## src/rtl/alu_issue_unit.sv

```systemverilog
// alu_issue_unit: issue/retire stage wrapped around a combinational alu.
// Commands {a, b, op} are queued in a small FIFO, issued one at a time onto
// registered alu inputs, and the alu result is captured one cycle later and
// offered downstream through a valid/ready handshake. An opcode-3 command
// with a zero b operand is trapped as a divide-by-zero: the result is
// forced to all ones and res_err is raised.
module alu_issue_unit #(
    parameter int WIDTH = 8,
    parameter int DEPTH = 4
) (
    input  logic                       clk,
    input  logic                       rst_n,
    // command side
    input  logic                       cmd_valid,
    output logic                       cmd_ready,
    input  logic [WIDTH/2-1:0]         cmd_a,
    input  logic [WIDTH/2-1:0]         cmd_b,
    input  logic [$clog2(WIDTH)-1:0]   cmd_op,
    // alu side
    output logic [WIDTH/2-1:0]         alu_a,
    output logic [WIDTH/2-1:0]         alu_b,
    output logic [$clog2(WIDTH)-1:0]   alu_op,
    input  logic [WIDTH-1:0]           alu_y,
    // result side
    output logic                       res_valid,
    input  logic                       res_ready,
    output logic [WIDTH-1:0]           res_y,
    output logic [$clog2(WIDTH)-1:0]   res_op,
    output logic                       res_err,
    // status
    output logic [$clog2(DEPTH):0]     count,
    output logic                       busy
);

    localparam int OPW = $clog2(WIDTH);
    localparam int OW  = WIDTH / 2;
    localparam int AW  = $clog2(DEPTH);
    localparam int CW  = AW + 1;

    localparam logic [OPW-1:0] OP_DIV = OPW'(3);

    typedef enum logic [1:0] {
        S_IDLE = 2'd0,
        S_EXEC = 2'd1,
        S_HOLD = 2'd2
    } state_t;

    // ------------------------------------------------------------------
    // Command FIFO storage and bookkeeping
    // ------------------------------------------------------------------
    logic [OW-1:0]  r_mem_a  [DEPTH];
    logic [OW-1:0]  r_mem_b  [DEPTH];
    logic [OPW-1:0] r_mem_op [DEPTH];

    logic [AW-1:0]  r_wr_ptr;
    logic [AW-1:0]  r_rd_ptr;
    logic [CW-1:0]  r_count;

    // ------------------------------------------------------------------
    // Issue FSM state and registered outputs
    // ------------------------------------------------------------------
    state_t         r_state;
    logic [OW-1:0]  r_alu_a;
    logic [OW-1:0]  r_alu_b;
    logic [OPW-1:0] r_alu_op;
    logic           r_res_valid;
    logic [WIDTH-1:0] r_res_y;
    logic [OPW-1:0] r_res_op;
    logic           r_res_err;

    // ------------------------------------------------------------------
    // Handshake decode
    // ------------------------------------------------------------------
    logic           w_full;
    logic           w_empty;
    logic           w_push;
    logic           w_pop;
    logic           w_div_zero;
    logic [OW-1:0]  w_head_a;
    logic [OW-1:0]  w_head_b;
    logic [OPW-1:0] w_head_op;

    // count is the only full/empty authority; pointers merely wrap
    assign w_full  = (r_count == CW'(DEPTH));
    assign w_empty = (r_count == '0);

    // a full FIFO refuses a push even if the same edge pops an entry
    assign w_push  = cmd_valid && !w_full;

    // the head is consumed whenever the FSM is free to issue: from IDLE, or
    // from HOLD on the edge the current result is taken
    assign w_pop   = !w_empty &&
                     ((r_state == S_IDLE) || ((r_state == S_HOLD) && res_ready));

    assign w_head_a  = r_mem_a[r_rd_ptr];
    assign w_head_b  = r_mem_b[r_rd_ptr];
    assign w_head_op = r_mem_op[r_rd_ptr];

    // trap is decided from the registered alu inputs that produced alu_y
    assign w_div_zero = (r_alu_op == OP_DIV) && (r_alu_b == '0);

    // FIFO payload write; storage needs no reset since count gates reads
    always_ff @(posedge clk) begin
        if (w_push) begin
            r_mem_a[r_wr_ptr]  <= cmd_a;
            r_mem_b[r_wr_ptr]  <= cmd_b;
            r_mem_op[r_wr_ptr] <= cmd_op;
        end
    end

    // FIFO pointers and occupancy; simultaneous push and pop leave count alone
    always_ff @(posedge clk or negedge rst_n) begin
        if (!rst_n) begin
            r_wr_ptr <= '0;
            r_rd_ptr <= '0;
            r_count  <= '0;
        end else begin
            if (w_push) begin
                r_wr_ptr <= r_wr_ptr + AW'(1);
            end
            if (w_pop) begin
                r_rd_ptr <= r_rd_ptr + AW'(1);
            end
            if (w_push && !w_pop) begin
                r_count <= r_count + CW'(1);
            end else if (w_pop && !w_push) begin
                r_count <= r_count - CW'(1);
            end
        end
    end

    // Issue FSM: pop into the alu registers, capture the result, hold it
    // until the consumer takes it
    always_ff @(posedge clk or negedge rst_n) begin
        if (!rst_n) begin
            r_state     <= S_IDLE;
            r_alu_a     <= '0;
            r_alu_b     <= '0;
            r_alu_op    <= '0;
            r_res_valid <= 1'b0;
            r_res_y     <= '0;
            r_res_op    <= '0;
            r_res_err   <= 1'b0;
        end else begin
            case (r_state)
                S_IDLE: begin
                    if (w_pop) begin
                        r_alu_a   <= w_head_a;
                        r_alu_b   <= w_head_b;
                        r_alu_op  <= w_head_op;
                        r_res_err <= 1'b0;
                        r_state   <= S_EXEC;
                    end
                end

                S_EXEC: begin
                    // alu inputs have been stable for a full cycle here
                    r_res_valid <= 1'b1;
                    r_res_op    <= r_alu_op;
                    if (w_div_zero) begin
                        r_res_y   <= {WIDTH{1'b1}};
                        r_res_err <= 1'b1;
                    end else begin
                        r_res_y   <= alu_y;
                        r_res_err <= 1'b0;
                    end
                    r_state <= S_HOLD;
                end

                S_HOLD: begin
                    if (res_ready) begin
                        r_res_valid <= 1'b0;
                        if (w_pop) begin
                            // retire and issue on the same edge
                            r_alu_a   <= w_head_a;
                            r_alu_b   <= w_head_b;
                            r_alu_op  <= w_head_op;
                            r_res_err <= 1'b0;
                            r_state   <= S_EXEC;
                        end else begin
                            r_state <= S_IDLE;
                        end
                    end
                end

                default: begin
                    r_state     <= S_IDLE;
                    r_res_valid <= 1'b0;
                end
            endcase
        end
    end

    // ------------------------------------------------------------------
    // Output mapping
    // ------------------------------------------------------------------
    assign cmd_ready = !w_full;
    assign alu_a     = r_alu_a;
    assign alu_b     = r_alu_b;
    assign alu_op    = r_alu_op;
    assign res_valid = r_res_valid;
    assign res_y     = r_res_y;
    assign res_op    = r_res_op;
    assign res_err   = r_res_err;
    assign count     = r_count;
    assign busy      = (r_state != S_IDLE) || !w_empty;

endmodule

```

## config.mk

```make
export PLATFORM = sky130hd
export DESIGN_NAME = alu_issue_unit
export DESIGN_NICKNAME = d
export VERILOG_FILES = /design/src/rtl/alu_issue_unit.sv
export SDC_FILE = /design/constraint.sdc
export NUM_CORES = 1
export LEC_CHECK = 0
export ABC_AREA = 1
export ABC_CLOCK_PERIOD_IN_PS = 1750
export BUFFER_PORTS_ARGS = -buffer_cell sky130_fd_sc_hd__buf_2
export CAP_MARGIN = 20
export CORE_MARGIN = 4
export CORE_UTILIZATION = 51
export DETAILED_ROUTE_END_ITERATION = 12
export PLACE_DENSITY_LB_ADDON = 0.1
export SYNTH_ARGS = -nofsm -noshare
export SYNTH_HDL_FRONTEND = slang
export SYNTH_SLANG_ARGS = --single-unit
```

## constraint.sdc

```tcl
create_clock -name clk -period 1.75 [get_ports clk]
set_input_delay 0.175 -clock clk [delete_from_list [all_inputs] [get_ports clk]]
set_output_delay 0.175 -clock clk [all_outputs]
set_load 0.02 [all_outputs]
```

==> results.tsv <==
stage	metric	value	unit
min_path	worst_hold_path_type	in -> reg	
placement	buffer_ports.inserted	51	
global_routing	grt_start_max_net_pins	34	
floorplanning	initial_core_util	0.531	
timing	fmax	0.592	GHz
global_routing	tot_gr_track_use	0.175	
layout	nets	452	
yosys	yosys_warnings	0	
routing	drtAntennaViolNets	0	
placement	placedCellCount	481	
floorplanning	io-pin-count	52	
timing	finalHoldViolCount	0	
clock_tree	clock-root-buffer	sky130_fd_sc_hd__clkbuf_8	
floorplanning	die_width	89.8	µm
global_routing	grt_antenna_before_repair	0	
layout	fillerInstances	525	
critical_path	crit_path_max_fanout	3	
yosys	yosys.cell_types.count	23	
min_path	hold_start	cmd_op[0]	
yosys	synthesis.area_per_instance	9.64	µm²
yosys	netlist_instances	354	
min_path	min_delay_path_depth	1	
layout	synthToLayoutAreaGrowth	19.1	%
clock_tree	clk_transition_reported_paths	0.08	ns
routing	num_vias	2417	
critical_path	ff2ff_path_depth	10	
routing	finalWirelength	6580	µm
clock_tree	number_of_buffers_inserted_during_clock_tree_synthesis	9	
global_routing	first_global_vias	2417	
power	peakVddDrop	1410	µV
critical_path	critPathLaunchType	flip-flop	
run	max_cap_violations	0	
placement	placement.setup.worst_slack	0.0659	ns
timing	timing.clock.skew	0.00757	ns
timing	setup_total_negative_slack	0	ns
timing	final_critical_path_setup_slack	0.0602	ns
layout	layout.area.seq	2150	µm²
clock_tree	htree_levels	3	
routing	drcViolationCount	0	
critical_path	worst-endpoint-arrival	1.95	ns
floorplanning	fp.dieH	89.8	µm
routing	post_drt_wl_per_cell	13.0	µm
yosys	ys_ff_latch	77	
yosys	post_synth_instance_area	3410	µm²
power	power-per-cell-area	1790	nW/µm²
floorplanning	floorplan.rows	29	
placement	finalWeightedCongestion	0.766	
outcome	outcome	complete, no violations	
power	fin_total_pwr	0.00728	W
layout	final_layout_size_suffix_gt1_frac	0.255	
clock_tree	max_root_sink_buffers	2	
routing	detail_route.first_pass.iterations	4	
layout	final_core_utilization	0.633	
global_routing	grt_remaining_overflow	0	
timing	final-max-slew-violation-count	0	
timing	slew-limit-headroom	0.725	
critical_path	worst_r2r_startpoint	count[2]	
critical_path	worst_setup_path_end_kind	flip-flop	
power	total_leakage_power	2.03	nW
global_routing	global_route_wire_length_before_repair	11200	µm
layout	multi_input_comb_area	985	µm²
floorplanning	floorplan.core_area	6420	µm²
clock_tree	cts_sinks	77	
floorplanning	design.die.area	8070	µm²
clock_tree	worstSkewPairLatency	0.34	ns
placement	dp_hpwl	4460	µm
timing	clock_period_minus_worst_slack	1.69	ns
layout	num_antenna_cells	0	
critical_path	setup.worst_path.start	count[2]	
clock_tree	tritoncts_clock_tree	yes	
critical_path	cp_data_required_time	2.01	ns
timing	worst_pin_slew	0.412	ns
timing	final_setup_violation_count	0	
yosys	synth_nets	383	
routing	detail_route.vias_per_cell	4.79	
layout	final_cell_count_no_fill	505	
timing	grt_setup_unrepaired	true	
critical_path	crit_type	reg -> reg	
timing	final_min_period_over_clock_period	0.966	
yosys	synth-seq-area-share	0.629	
routing	drt_iter0_drc	83	
-- cells in the mapped netlist (all sizes together) --
cell / count / area [µm²]
o21ai: 4 / 23.8
ha: 5 / 62.6
xnor2: 1 / 8.76
fa: 1 / 20.0
inv: 67 / 251
xor2: 3 / 26.3
edfxtp: 44 / 1320
nand2: 115 / 434
buf: 11 / 95.1
nand3: 29 / 160
dfrtp: 33 / 826
nor2: 33 / 134
or2: 8 / 50.1
-- metal layers --
| metal | wire length, µm | up-vias | global-route usage |
|---|---|---|---|
| met3 | 283 | 16 | 0.0426 |
| met2 | 3210 | 56 | 0.286 |
| li1 | - | 1212 | - |
| met5 | 0 | - | 0 |
| met4 | 163 | 0 | 0.0920 |
| met1 | 2920 | 1133 | 0.215 |
-- worst max-delay path, stage by stage (launching register included) --
cell	delay (ns)
sky130_fd_sc_hd__dfrtp_2	0.44
sky130_fd_sc_hd__inv_2	0.08
sky130_fd_sc_hd__nand3_4	0.09
sky130_fd_sc_hd__nand3_4	0.09
sky130_fd_sc_hd__ha_4	0.14
sky130_fd_sc_hd__inv_2	0.05
sky130_fd_sc_hd__fa_2	0.39
sky130_fd_sc_hd__inv_1	0.07
sky130_fd_sc_hd__nand2_1	0.06
sky130_fd_sc_hd__nand3_2	0.06
sky130_fd_sc_hd__xor2_1	0.14
-- timing repair --
item                                    CTS  global route
gates resized for setup                   0             7
hold buffers                              1             0
setup buffers                             0             7
endpoints found under the setup margin    0             2
hold endpoints to repair                 33             0
-- cell usage in the layout (no fill, tap or decap), types with 2 or more instances in the layout --
cell type	count
sky130_fd_sc_hd__dfrtp_1	30
sky130_fd_sc_hd__o21ai_0	3
sky130_fd_sc_hd__edfxtp_1	44
sky130_fd_sc_hd__dfrtp_2	3
sky130_fd_sc_hd__ha_1	4
sky130_fd_sc_hd__buf_2	51
sky130_fd_sc_hd__inv_1	60
sky130_fd_sc_hd__or2_0	2
sky130_fd_sc_hd__buf_4	16
sky130_fd_sc_hd__inv_2	4
sky130_fd_sc_hd__nor2_1	31
sky130_fd_sc_hd__or2_2	3
sky130_fd_sc_hd__nand2_2	2
sky130_fd_sc_hd__clkinv_2	4
sky130_fd_sc_hd__nand3_1	24
sky130_fd_sc_hd__nand2_1	112
sky130_fd_sc_hd__inv_4	3
sky130_fd_sc_hd__nand3_4	4
sky130_fd_sc_hd__xor2_1	3
sky130_fd_sc_hd__or2_1	3
sky130_fd_sc_hd__clkbuf_8	10
-- layout make-up --
cell class	instances	share of cell area
clock inverters	5	0.00677
clock buffers	11	0.0348
inverters	67	0.0637
repair buffers	69	0.0997
flip-flops and latches	77	0.529
well taps	77	0.0237
multi-input cells	199	0.242
-- power by group --
group          switching, W  internal (W)
sequential         0.000302       0.00254
clock              0.000618      0.000544
combinational       0.00210       0.00118
-- registers in the layout (all words and copies together) (netlist names) --
name	cells
r_mem_a	16
r_mem_b	16
r_mem_op	12
res_y	8
alu_a	4
alu_b	4
alu_op	3
count	3
res_op	3
r_rd_ptr	2
r_state	2
r_wr_ptr	2
res_err	1
res_valid	1
-- per-stage QoR --
stage	hold WS, ns	cell area (µm²)
floorplan	-0.121	3460
global placement	0.148	3800
detailed placement	0.146	3800
CTS	0.0355	3980
global route	0.0334	4070
finish	0.0474	4070
-- worst paths after layout --
check,to,slack [ns]
worst max-delay path,count[2],0.06
worst min-delay path,r_mem_op[3][0],0.05
worst max register to register,count[2],0.06
worst min register to register,res_valid,0.49
max in group asynchronous,count[1],1.25
min in group asynchronous,alu_a[3],0.31
-- logic make-up after synthesis --
logic type      after synthesis  synth area share
flops                        77             0.629
compound gates                4           0.00696
xor+xnor                      4            0.0103
fa+ha+maj                     6            0.0242
buf+inv                      78             0.102
simple gates                185             0.228
No activity file was read; power rests on OpenSTA's default activity.
